--- config.mk ---
export PLATFORM = sky130hd
export DESIGN_NAME = itof_pipe
export DESIGN_NICKNAME = d
export VERILOG_FILES = /design/src/rtl/fpu_pkg.sv /design/src/rtl/lzc_n.sv /design/src/rtl/itof_pipe.sv
export SDC_FILE = /design/constraint.sdc
export NUM_CORES = 1
export LEC_CHECK = 0
export ABC_AREA = 1
export CAP_MARGIN = 20
export CORE_MARGIN = 10
export CORE_UTILIZATION = 50
export CTS_CLUSTER_SIZE = 16
export DETAILED_ROUTE_END_ITERATION = 10
export GPL_ROUTABILITY_DRIVEN = 0
export PLACE_DENSITY = 0.69
export SLEW_MARGIN = 10
export SYNTH_ARGS = -nofsm -noshare
export SYNTH_HDL_FRONTEND = slang
export SYNTH_SLANG_ARGS = --single-unit
export TNS_END_PERCENT = 10
--- constraint.sdc ---
create_clock -name clk -period 4.95 [get_ports clk]
set_input_delay 0.495 -clock clk [delete_from_list [all_inputs] [get_ports clk]]
set_output_delay 0.495 -clock clk [all_outputs]
set_load 0.01 [all_outputs]
--- src/rtl/fpu_pkg.sv ---
// Shared float32 definitions used by the FPU integer/float converters.
package fpu_pkg;

  localparam int unsigned FLOAT_EXP_W = 8;
  localparam int unsigned FLOAT_MAN_W = 23;
  localparam int unsigned FLOAT_BIAS  = 127;

  typedef struct packed {
    logic                   s;
    logic [FLOAT_EXP_W-1:0] e;
    logic [FLOAT_MAN_W-1:0] m;
  } float32_t;

endpackage

--- src/rtl/lzc_n.sv ---
// Combinational leading-zero count; all-zero input yields W.
module lzc_n #(
  parameter int unsigned W = 32
) (
  input  logic [W-1:0]       a,
  output logic [$clog2(W):0] cnt
);

  localparam int unsigned CW = $clog2(W) + 1;

  // Scan upward so the highest set bit makes the final assignment.
  always_comb begin
    cnt = CW'(W);
    for (int unsigned i = 0; i < W; i++) begin
      if (a[i]) cnt = CW'(W - 1 - i);
    end
  end

endmodule

--- src/rtl/itof_pipe.sv ---
// Three-stage integer-to-float32 converter with round-to-nearest-even and a
// global stall enable shared by every stage.
module itof_pipe
  import fpu_pkg::*;
#(
  parameter int unsigned INT_W = 32,
  parameter int unsigned EXP_W = FLOAT_EXP_W,
  parameter int unsigned MAN_W = FLOAT_MAN_W
) (
  input  logic             clk,
  input  logic             rstn,
  input  logic             in_valid,
  output logic             in_ready,
  input  logic [INT_W-1:0] in_data,
  input  logic             in_signed,
  output logic             out_valid,
  input  logic             out_ready,
  output logic [31:0]      out_data,
  output logic             out_inexact
);

  localparam int unsigned ZW    = $clog2(INT_W) + 1;
  localparam int unsigned EXT_W = INT_W + MAN_W + 1;

  logic adv;

  logic             v1_q, s1_q;
  logic [INT_W-1:0] mag1_q;
  logic             s1_d;
  logic [INT_W-1:0] mag1_d;

  logic             v2_q, s2_q;
  logic [INT_W-1:0] norm2_q;
  logic [EXP_W-1:0] e2_q;
  logic [ZW-1:0]    lz;
  logic [INT_W-1:0] norm2_d;
  logic [EXP_W-1:0] e2_d;

  logic             v3_q, inexact_q;
  float32_t         res_q;
  float32_t         res_d;
  logic             inexact_d;

  logic [EXT_W-1:0] ext;
  logic [MAN_W-1:0] frac, frac_r;
  logic             g, st, up, carry;

  assign adv         = !v3_q || out_ready;
  assign in_ready    = adv;
  assign out_valid   = v3_q;
  assign out_data    = res_q;
  assign out_inexact = inexact_q;

  always_comb begin
    s1_d   = in_signed & in_data[INT_W-1];
    mag1_d = s1_d ? -in_data : in_data;
  end

  lzc_n #(
    .W(INT_W)
  ) u_lzc (
    .a  (mag1_q),
    .cnt(lz)
  );

  always_comb begin
    norm2_d = mag1_q << lz;
    e2_d    = EXP_W'(FLOAT_BIAS + INT_W - 1) - EXP_W'(lz);
  end

  // Bits below the hidden one, padded so guard/sticky always exist.
  always_comb begin
    ext   = {norm2_q[INT_W-2:0], {(MAN_W + 2){1'b0}}};
    frac  = ext[EXT_W-1 -: MAN_W];
    g     = ext[EXT_W-1-MAN_W];
    st    = |ext[EXT_W-2-MAN_W:0];
    up    = g & (st | frac[0]);
    {carry, frac_r} = {1'b0, frac} + {{MAN_W{1'b0}}, up};
    res_d.s   = s2_q;
    res_d.e   = e2_q + EXP_W'(carry);
    res_d.m   = frac_r;
    inexact_d = g | st;
    if (!norm2_q[INT_W-1]) begin
      res_d     = '0;
      inexact_d = 1'b0;
    end
  end

  always_ff @(posedge clk) begin
    if (!rstn) begin
      v1_q      <= 1'b0;
      s1_q      <= 1'b0;
      mag1_q    <= '0;
      v2_q      <= 1'b0;
      s2_q      <= 1'b0;
      norm2_q   <= '0;
      e2_q      <= '0;
      v3_q      <= 1'b0;
      res_q     <= '0;
      inexact_q <= 1'b0;
    end else if (adv) begin
      v1_q <= in_valid;
      if (in_valid) begin
        s1_q   <= s1_d;
        mag1_q <= mag1_d;
      end
      v2_q <= v1_q;
      if (v1_q) begin
        s2_q    <= s1_q;
        norm2_q <= norm2_d;
        e2_q    <= e2_d;
      end
      v3_q <= v2_q;
      if (v2_q) begin
        res_q     <= res_d;
        inexact_q <= inexact_d;
      end
    end
  end

endmodule

==> results.json, run 1 <==
{
  "outcome": "finished clean",
  "startpoint_type": "flip-flop",
  "port_buffers": 71,
  "path_clk_slew_ns": 0.08,
  "synthArstFlopShare_pct": 0,
  "dpl.hpwl_um": 13800,
  "r2r_cells": 31,
  "tns_ns": 0,
  "synth_top_flop_cell": "dfxtp_1",
  "syn_to_final_growth_pct": 15.3,
  "clockBufferDepth": 2,
  "die-area_sq_mm": 0.0192,
  "grt_usage_pct": 18.9,
  "fin_nets": 1213,
  "fin_area_sq_mm": 0.00812,
  "drc": 0,
  "required_ns": 5.23,
  "tightest_slew_ns": 1.08,
  "synth_edf_count": 0,
  "syn_avg_cell_area_sq_um": 6.20,
  "ios": 72,
  "synthCells": 1137,
  "cp_max_fo": 4,
  "yosys-top-cells-area": "dfxtp_1 31%, nand3_1 14%, nand2_1 13%",
  "clk_latency_ns": 0.35,
  "grt_overflow": 0,
  "endpoint_kind": "flip-flop",
  "fmax_mhz": 249,
  "cts_made_buffers": 9,
  "whs_path_depth": 2,
  "ys_seq_elements": 110,
  "yosysMostFrequentCell": "nand2_1",
  "max_cap_violations": 0,
  "max_stage_delay_ns": 0.34,
  "wl_per_cell_um": 13.6,
  "core_area_sq_mm": 0.0138,
  "holdBufCountCts": 0,
  "clock_sinks": 110,
  "post_dp_cell_area_sq_mm": 0.00780,
  "powerDensity_mw_per_mm2": 315,
  "slew_violations": 0,
  "worstSetupPathType": "flip-flop to flip-flop",
  "die_w_um": 139,
  "relSlewSlack_pct": 27.7,
  "synth_top_cell_area_share_pct": 31.3,
  "rows": 43,
  "min_path_type": "flip-flop to flip-flop",
  "cp_slowest_cell": "dfxtp_1",
  "grt_pass1_wl_um": 31700,
  "antenna_found_initial": 0,
  "cp.arrival_ns": 4.28,
  "vias_per_cell": 5.37,
  "synth.distinct_cells": 43,
  "totalWireLength_um": 18400,
  "cts_root_buf": "clkbuf_16",
  "cts_tree": "done",
  "yosysWarnings": 0,
  "cts_max_level": 3,
  "drt-pass1-iter-count": 6,
  "setup_viol": 0,
  "synth_common_cells": "253 x nand2_1, 192 x nand3_1, 115 x a21oi_1",
  "die_y_um": 139,
  "initial_utilization_pct": 51.0,
  "final.min_clock_period_ns": 4.01,
  "grt_pass1_vias": 6537,
  "whs_ns": 0.465,
  "vdd_drop_max_mv": 0.192,
  "final_core_util_pct": 58.7,
  "synth_top_area_cell": "dfxtp_1",
  "drive_above_1_share_pct": 3.83,
  "syn_nets": 1180,
  "antenna_cells": 0,
  "crit_top_cell": "nor2_1",
  "grt_max_degree": 46,
  "rsz0062_at_grt": "false",
  "vias": 7271,
  "hold_violations": 0,
  "cts-resized-gates": 0,
  "fin_skew_ns": 0.00808,
  "drt_first_iter_violations": 610,
  "postCtsSetupBuffers": 0,
  "synthesis.area_sq_mm": 0.00705,
  "ys_seq_area_share_pct": 31.3,
  "finalCritPeriodShare_pct": 81.0,
  "ant_nets": 0,
  "p_leak_uw": 0.00328
}
-- logic make-up (layout without fill, tap and decap cells) --
group / count (synthesis) / count (layout) / synth area share, %
adder cells (fa/ha/maj): 6 / 6 / 1.07
AND/OR/NAND/NOR: 598 / 598 / 37.6
flip-flops: 110 / 110 / 31.2
XOR/XNOR: 30 / 30 / 3.73
buffers and inverters: 179 / 216 / 10.3
AO/OA/AOI/OAI: 214 / 214 / 16.1
-- through the flow --
stage | cells | power [uW] | setup WS (ns)
finish | 1354 | 2560 | 0.942
global route | 1354 | 2730 | 0.148
CTS | 1353 | 2560 | 0.953
detailed placement | 1338 | 1820 | 0.982
global placement | 1338 | 1820 | 1.15
floorplan | 1137 | 1620 | 1.57
-- flip-flops by register name, summed over array words and instances, names as in the netlist --
name / flops
s2_q: 1
out_inexact: 1
s1_q: 1
v2_q: 1
out_valid: 1
norm2_q: 32
out_data: 32
e2_q: 8
v1_q: 1
mag1_q: 32
-- worst max-delay path: cells and delay by family (launching register included) --
| family | cells | cell delay [ns] |
|---|---|---|
| buffers and inverters | 7 | 0.45 |
| adders and majority gates | 2 | 0.37 |
| and+or+nand+nor | 19 | 2.37 |
| AOI/OAI and AO/OA | 2 | 0.27 |
| xor gates and xnor gates | 1 | 0.13 |
| DFF | 1 | 0.34 |
-- layer usage --
| layer | wire (um) | vias to the layer above | global-route usage [%] |
|---|---|---|---|
| li1 | - | 3850 | - |
| met1 | 9070 | 3231 | 25.3 |
| met2 | 8140 | 163 | 29.6 |
| met3 | 771 | 27 | 2.95 |
| met4 | 469 | 0 | 7.41 |
| met5 | 0 | - | 0 |
-- power by group --
part           switching [uW]  leakage, uW  internal, uW
sequential               51.5     0.000901           938
clock                     339     0.000143           408
combinational             548      0.00224           276
-- placed cells by master (no fill, tap or decap), types with 3 or more instances in the layout --
cell type,instances
a31oi_1,8
nand4_1,11
nand3_1,192
buf_4,13
nor3_1,16
inv_1,111
o211ai_1,4
or2_2,3
nor2_1,96
a21oi_1,114
inv_2,3
xnor2_1,15
o21ai_0,73
clkbuf_16,9
ha_1,6
xor2_1,15
clkdlybuf4s50_1,71
nor4_1,11
dfxtp_1,110
nand3_2,6
nand2_1,253
-- cell type report --
type | instances | area, sq um
Clock buffer | 11 | 243
Clock inverter | 4 | 55.1
Inverter | 116 | 435
Fill cell | 1392 | 5710
Tap cell | 180 | 225
Sequential cell | 110 | 2200
Timing Repair Buffer | 85 | 836
Multi-Input combinational cell | 848 | 4130
-- worst paths after layout --
check	from	endpoint	slack, ns
hold reg to reg	out_data[8]	out_data[8]	0.46
setup / recovery	norm2_q[2]	out_data[30]	0.94
setup reg to reg	norm2_q[2]	out_data[30]	0.94
hold / removal	out_data[8]	out_data[8]	0.46
No activity file was read; power rests on OpenSTA's default activity.
==> inputs of run 2 (changes only) <==
==> constraint.sdc (replaced) <==
create_clock -name clk -period 4.18 [get_ports clk]
set_input_delay 0.418 -clock clk [delete_from_list [all_inputs] [get_ports clk]]
set_output_delay 0.418 -clock clk [all_outputs]
set_load 0.01 [all_outputs]
==> results.json, run 2 (synthesized netlist as in run 1, its figures left out) <==
{
  "totalWireLength_um": 18700,
  "endpoint_kind": "flip-flop",
  "seqPwrFrac_pct": 39.1,
  "drive_above_1_share_pct": 4.67,
  "cts_max_level": 3,
  "vias": 7364,
  "use_met2_pct": 29.9,
  "cts_made_buffers": 9,
  "total_power_uw": 3000,
  "powerDensity_mw_per_mm2": 365,
  "clk_latency_ns": 0.36,
  "final.min_clock_period_ns": 3.67,
  "p_leak_uw": 0.00333,
  "hold_violations": 0,
  "tightest_slew_ns": 1.04,
  "met3_usage_pct": 2.84,
  "outcome": "finished clean",
  "clock_sinks": 110,
  "cp_max_fo": 4,
  "fin_area_sq_mm": 0.00821,
  "slew_violations": 0,
  "drc": 0,
  "final_cell_mix": "252 x nand2_1, 191 x nand3_1, 114 x a21oi_1",
  "clockBufferDepth": 2,
  "rows": 43,
  "place_inst": 1341,
  "initial_utilization_pct": 51.0,
  "netSwitchingFraction_pct": 37.5,
  "dpl.hpwl_um": 13900,
  "cts-resized-gates": 0,
  "min_path_type": "flip-flop to flip-flop",
  "die_y_um": 139,
  "max_cap_violations": 0,
  "cts_root_buf": "clkbuf_16",
  "antenna_found_initial": 0,
  "antenna_cells": 0,
  "grt_util_met1_pct": 24.4,
  "relSlewSlack_pct": 30.5,
  "whs_path_depth": 2,
  "drt_first_iter_violations": 579,
  "path_clk_slew_ns": 0.07,
  "intPower_uw": 1870,
  "cts_tree": "done",
  "r2r_cells": 32,
  "switching_power_uw": 1120,
  "cp.arrival_ns": 3.97,
  "setup_viol": 0,
  "worstSetupPathType": "flip-flop to flip-flop",
  "fin_skew_ns": 0.00667,
  "holdBufCountCts": 0,
  "finalCritPeriodShare_pct": 87.9,
  "postCtsSetupBuffers": 0,
  "fin_nets": 1217,
  "post_dp_cell_area_sq_mm": 0.00784,
  "fmax_mhz": 272,
  "max_stage_delay_ns": 0.33,
  "combPwrFrac_pct": 33.3,
  "wl_per_cell_um": 13.8,
  "fillers": 1416,
  "regArea_sq_mm": 0.00220,
  "top_usage_layer": "met2",
  "startpoint_type": "flip-flop",
  "die_w_um": 139,
  "vdd_drop_max_mv": 0.224,
  "vias_per_cell": 5.42,
  "grt_max_degree": 48,
  "drt-pass1-iter-count": 6,
  "pwr-share-clk_pct": 27.6,
  "cp_slowest_cell": "dfxtp_1",
  "multi_input_area_sq_mm": 0.00416,
  "syn_to_final_growth_pct": 16.5,
  "required_ns": 4.48,
  "grt_usage_pct": 18.7,
  "ant_nets": 0,
  "port_buffers": 71,
  "grt_pass1_vias": 6561,
  "ios": 72,
  "die-area_sq_mm": 0.0192,
  "core_area_sq_mm": 0.0138,
  "grt_pass1_wl_um": 31300,
  "final_common_cell": "nand2_1",
  "final_cells": 1358,
  "grt_overflow": 0
}
==> run 2: final timing paths <==
kind,startpoint,endpoint,slack (ns)
worst min-delay path,out_data[6],out_data[6],0.46
worst min register to register,out_data[6],out_data[6],0.46
worst max register to register,norm2_q[0],out_data[29],0.51
worst max-delay path,norm2_q[0],out_data[29],0.51
==> run 2: power by group through the flow <==
stage / clock [uW] / combinational (uW) / sequential, uW
after global routing: 878 / 1120 / 1180
after global placement: 0 / 973 / 1190
final: 827 / 998 / 1170
after detailed placement: 0 / 976 / 1190
after CTS: 843 / 981 / 1170
after floorplan: 0 / 740 / 1180
==> run 2: area by class of cell <==
| cell class | instances | share of cell area (%) |
|---|---|---|
| multi-input combinational | 848 | 50.7 |
| sequential | 110 | 26.8 |
| timing repair buffer | 89 | 11.0 |
| inverter | 116 | 5.30 |
| clock buffer | 11 | 2.96 |
| tap | 180 | 2.74 |
| clock inverter | 4 | 0.412 |
==> run 2: critical path: cells and delay by family (launching register included) <==
| kind | cells | cell delay (ns) |
|---|---|---|
| and+or+nand+nor | 19 | 1.98 |
| adders and majority gates | 3 | 0.53 |
| buffers and inverters | 7 | 0.46 |
| DFF | 1 | 0.33 |
| AOI/OAI and AO/OA | 3 | 0.33 |
==> run 2: per-stage QoR <==
step	setup WS (ns)	setup TNS, ns	hold WS, ns	util (%)
final	0.507	0	0.463	59.4
after global routing	-0.0320	-0.0320	0.479	59.4
after CTS	0.208	0	0.466	58.7
after detailed placement	0.274	0	0.454	56.7
after global placement	0.369	0	0.451	56.5
after floorplan	0.800	0	0.439	-
==> run 2: metal layers <==
metal / part of all wire, % / vias to the layer above
li1: - / 3866
met1: 48 / 3228
met3: 5.1 / 33
met2: 45 / 237
met5: 0 / -
met4: 2.7 / 0
==> variant: new RTL, config.mk and constraints of run 2 <==
Set the parameter `INT_W` to 64 (it was 32).
--- a/src/rtl/itof_pipe.sv
+++ b/src/rtl/itof_pipe.sv
@@ -5,3 +5,3 @@
 #(
-  parameter int unsigned INT_W = 32,
+  parameter int unsigned INT_W = 64,
   parameter int unsigned EXP_W = FLOAT_EXP_W,
Interface: changed (resized in_data); port bits go from 72 to 104. The function was not compared with the original's and may differ.
==> variant against run 2 <==
- the run now ends with setup timing left
- die area increased by 68%
- critical endpoint is now norm2_q[61]$_SDFFE_PN0P_
- sequential power rose by 61%
- final area grew 100%
- sequential cell count increased by 64
- setup slack worse by 1300 ps
- synthesized cell count is 91% higher
- first-iteration DRC count grew to 3.6 times the old value
- count of clock-buffer cells in the layout grew 6
- critical path type unchanged
- total power is 120% higher
- synthesized area is 81% higher
- routed wire length increased to 2.5 times the old value
- maximum frequency is 26% lower
- sequential share of layout area is 5.6 points lower
==> variant: results (changes against run 2) <==
----------------------------------------------------
[GRT]
  Tot GR Track Use ... 27.27% (+8.6 points)
  Global-route wire length before repair ... 74290 µm (+140%)
  Pin count of the biggest net entering global routing ... 73 (+52%)

[Power and ir drop]
  Static leakage ... 7.182 nW (+120%)
  Max VDD drop ... 0.3068 mV (+37%)

[Timing]
  Final count of negative-setup-slack endpoints ... 73 (+73)
  Worst clock skew ... 17.50 ps (+10.83 ps)
  Hold_ws ... 459.7 ps (-3.689 ps)
  Worst setup margin ... -783.5 ps (-1290 ps)
  Setup TNS after final layout ... -44180 ps (-44180 ps)
  Tightest Pin Transition ... 906.8 ps (-131.9 ps)

[Outcome]
  Result of the run ... finished with violations
  Failing checks ... setup timing

[Synthesis]
  Number of library cell types mapped by synthesis ... 37 (-14%)
  Synth area leaders ... dfxtp_1, nand3_1, nand2_1
  Net count after synthesis ... 2252 (+91%)
  Fraction of the yosys area taken by sequential cells ... 27.32% (-3.9 points)
  List of most frequent post-synthesis cells ... nand2_1, nand3_1, inv_1

[Worst setup path]
  Worst EP arrival ... 5340 ps (+1370 ps)
  Crit Path Max Fanout ... 15 (+11)
  Number of cells on the worst reg-to-reg path ... 72 (+130%)
  Slowest cell on the critical path ... dfxtp_2

[Final layout]
  Count of nets after finishing ... 2406 (+98%)
  Number of filler instances in the final layout ... 2434 (+72%)

[Detailed routing]
  Vias per inst ... 5.898 (+8.8%)

[Clocking]
  Number of clock buffers inserted by TritonCTS ... 17 (+8)
  H-Tree Depth ... 4 (+1)
  Clock slew at reported path FFs ... 90 ps (+20 ps)

[Placement]
  Dpl cell area ... 14970 µm² (+91%)
  Placed wire-length estimate ... 34640 µm (+150%)
  Port buffer count ... 103 (+45%)

[Min path]
  Worst Hold Path Cells ... 3 (+1)

----------------------------------------------------
==> variant: critical path: cells and delay by family (launching register included) <==
kind,cells,cell delay (ps)
and+or+nand+nor,68,4040
buffers and inverters,3,370
DFF,1,340
AOI/OAI and AO/OA,1,130
==> variant: power by group <==
part	leakage [nW]	switching, W	internal, W	total (W)
registers	1.43	0.0000952	0.00178	0.00188
logic	5.46	0.00194	0.00107	0.00301
clock network	0.290	0.000855	0.000816	0.00167
==> variant: timing repair <==
item / 4_1_cts / 5_1_grt
gates resized for setup: 53 / 135
pin swaps: 22 / 16
endpoints found under the setup margin: 78 / 97
gates cloned: 2 / 0
hold buffers: 0 / 0
buffers inserted: 6 / 0
==> variant: worst paths after layout <==
kind	start	endpoint
setup / recovery	mag1_q[1]$_SDFFE_PN0P_	norm2_q[61]$_SDFFE_PN0P_
hold / removal	rstn	out_data[25]$_SDFFE_PN0P_
setup reg to reg	mag1_q[1]$_SDFFE_PN0P_	norm2_q[61]$_SDFFE_PN0P_
hold reg to reg	out_data[18]$_SDFFE_PN0P_	out_data[18]$_SDFFE_PN0P_
==> variant: cell type report <==
| cell class | instances | area [µm²] | area share (%) |
|---|---|---|---|
| tap | 330 | 412.9 | 2.510 |
| clock buffer | 17 | 425.4 | 2.586 |
| inverter | 221 | 829.5 | 5.042 |
| timing repair buffer | 263 | 2437 | 14.81 |
| sequential | 174 | 3488 | 21.20 |
| clock inverter | 15 | 191.4 | 1.164 |
| multi-input combinational | 1654 | 8667 | 52.68 |
==> variant: kinds of logic (layout without fill, tap and decap cells) <==
| kind of cell | Yosys count | after routing | synth area share (%) |
|---|---|---|---|
| buffers and inverters | 349 | 516 | 10.61 |
| XOR/XNOR | 56 | 56 | 3.847 |
| AO/OA/AOI/OAI | 362 | 362 | 15.20 |
| adder cells (fa/ha/maj) | 6 | 6 | 0.5887 |
| AND/OR/NAND/NOR | 1230 | 1230 | 42.44 |
| flip-flops | 174 | 174 | 27.32 |
==> variant: through the flow <==
stage	cells	worst slack (ps)
after detailed placement	2634	-718.2
after CTS	2674	-692.9
after global routing	2674	-1498
after floorplan	2177	-76.83
final	2674	-783.5
after global placement	2633	-747.6
==> variant: per-layer routing <==
layer / track usage [%] / wire length, µm / up-vias
met3: 4.458 / 4212 / 157
met1: 34.58 / 18960 / 7138
met4: 13.26 / 2470 / 0
met5: 0 / 0 / -
met2: 44.08 / 21530 / 865
li1: - / - / 7610
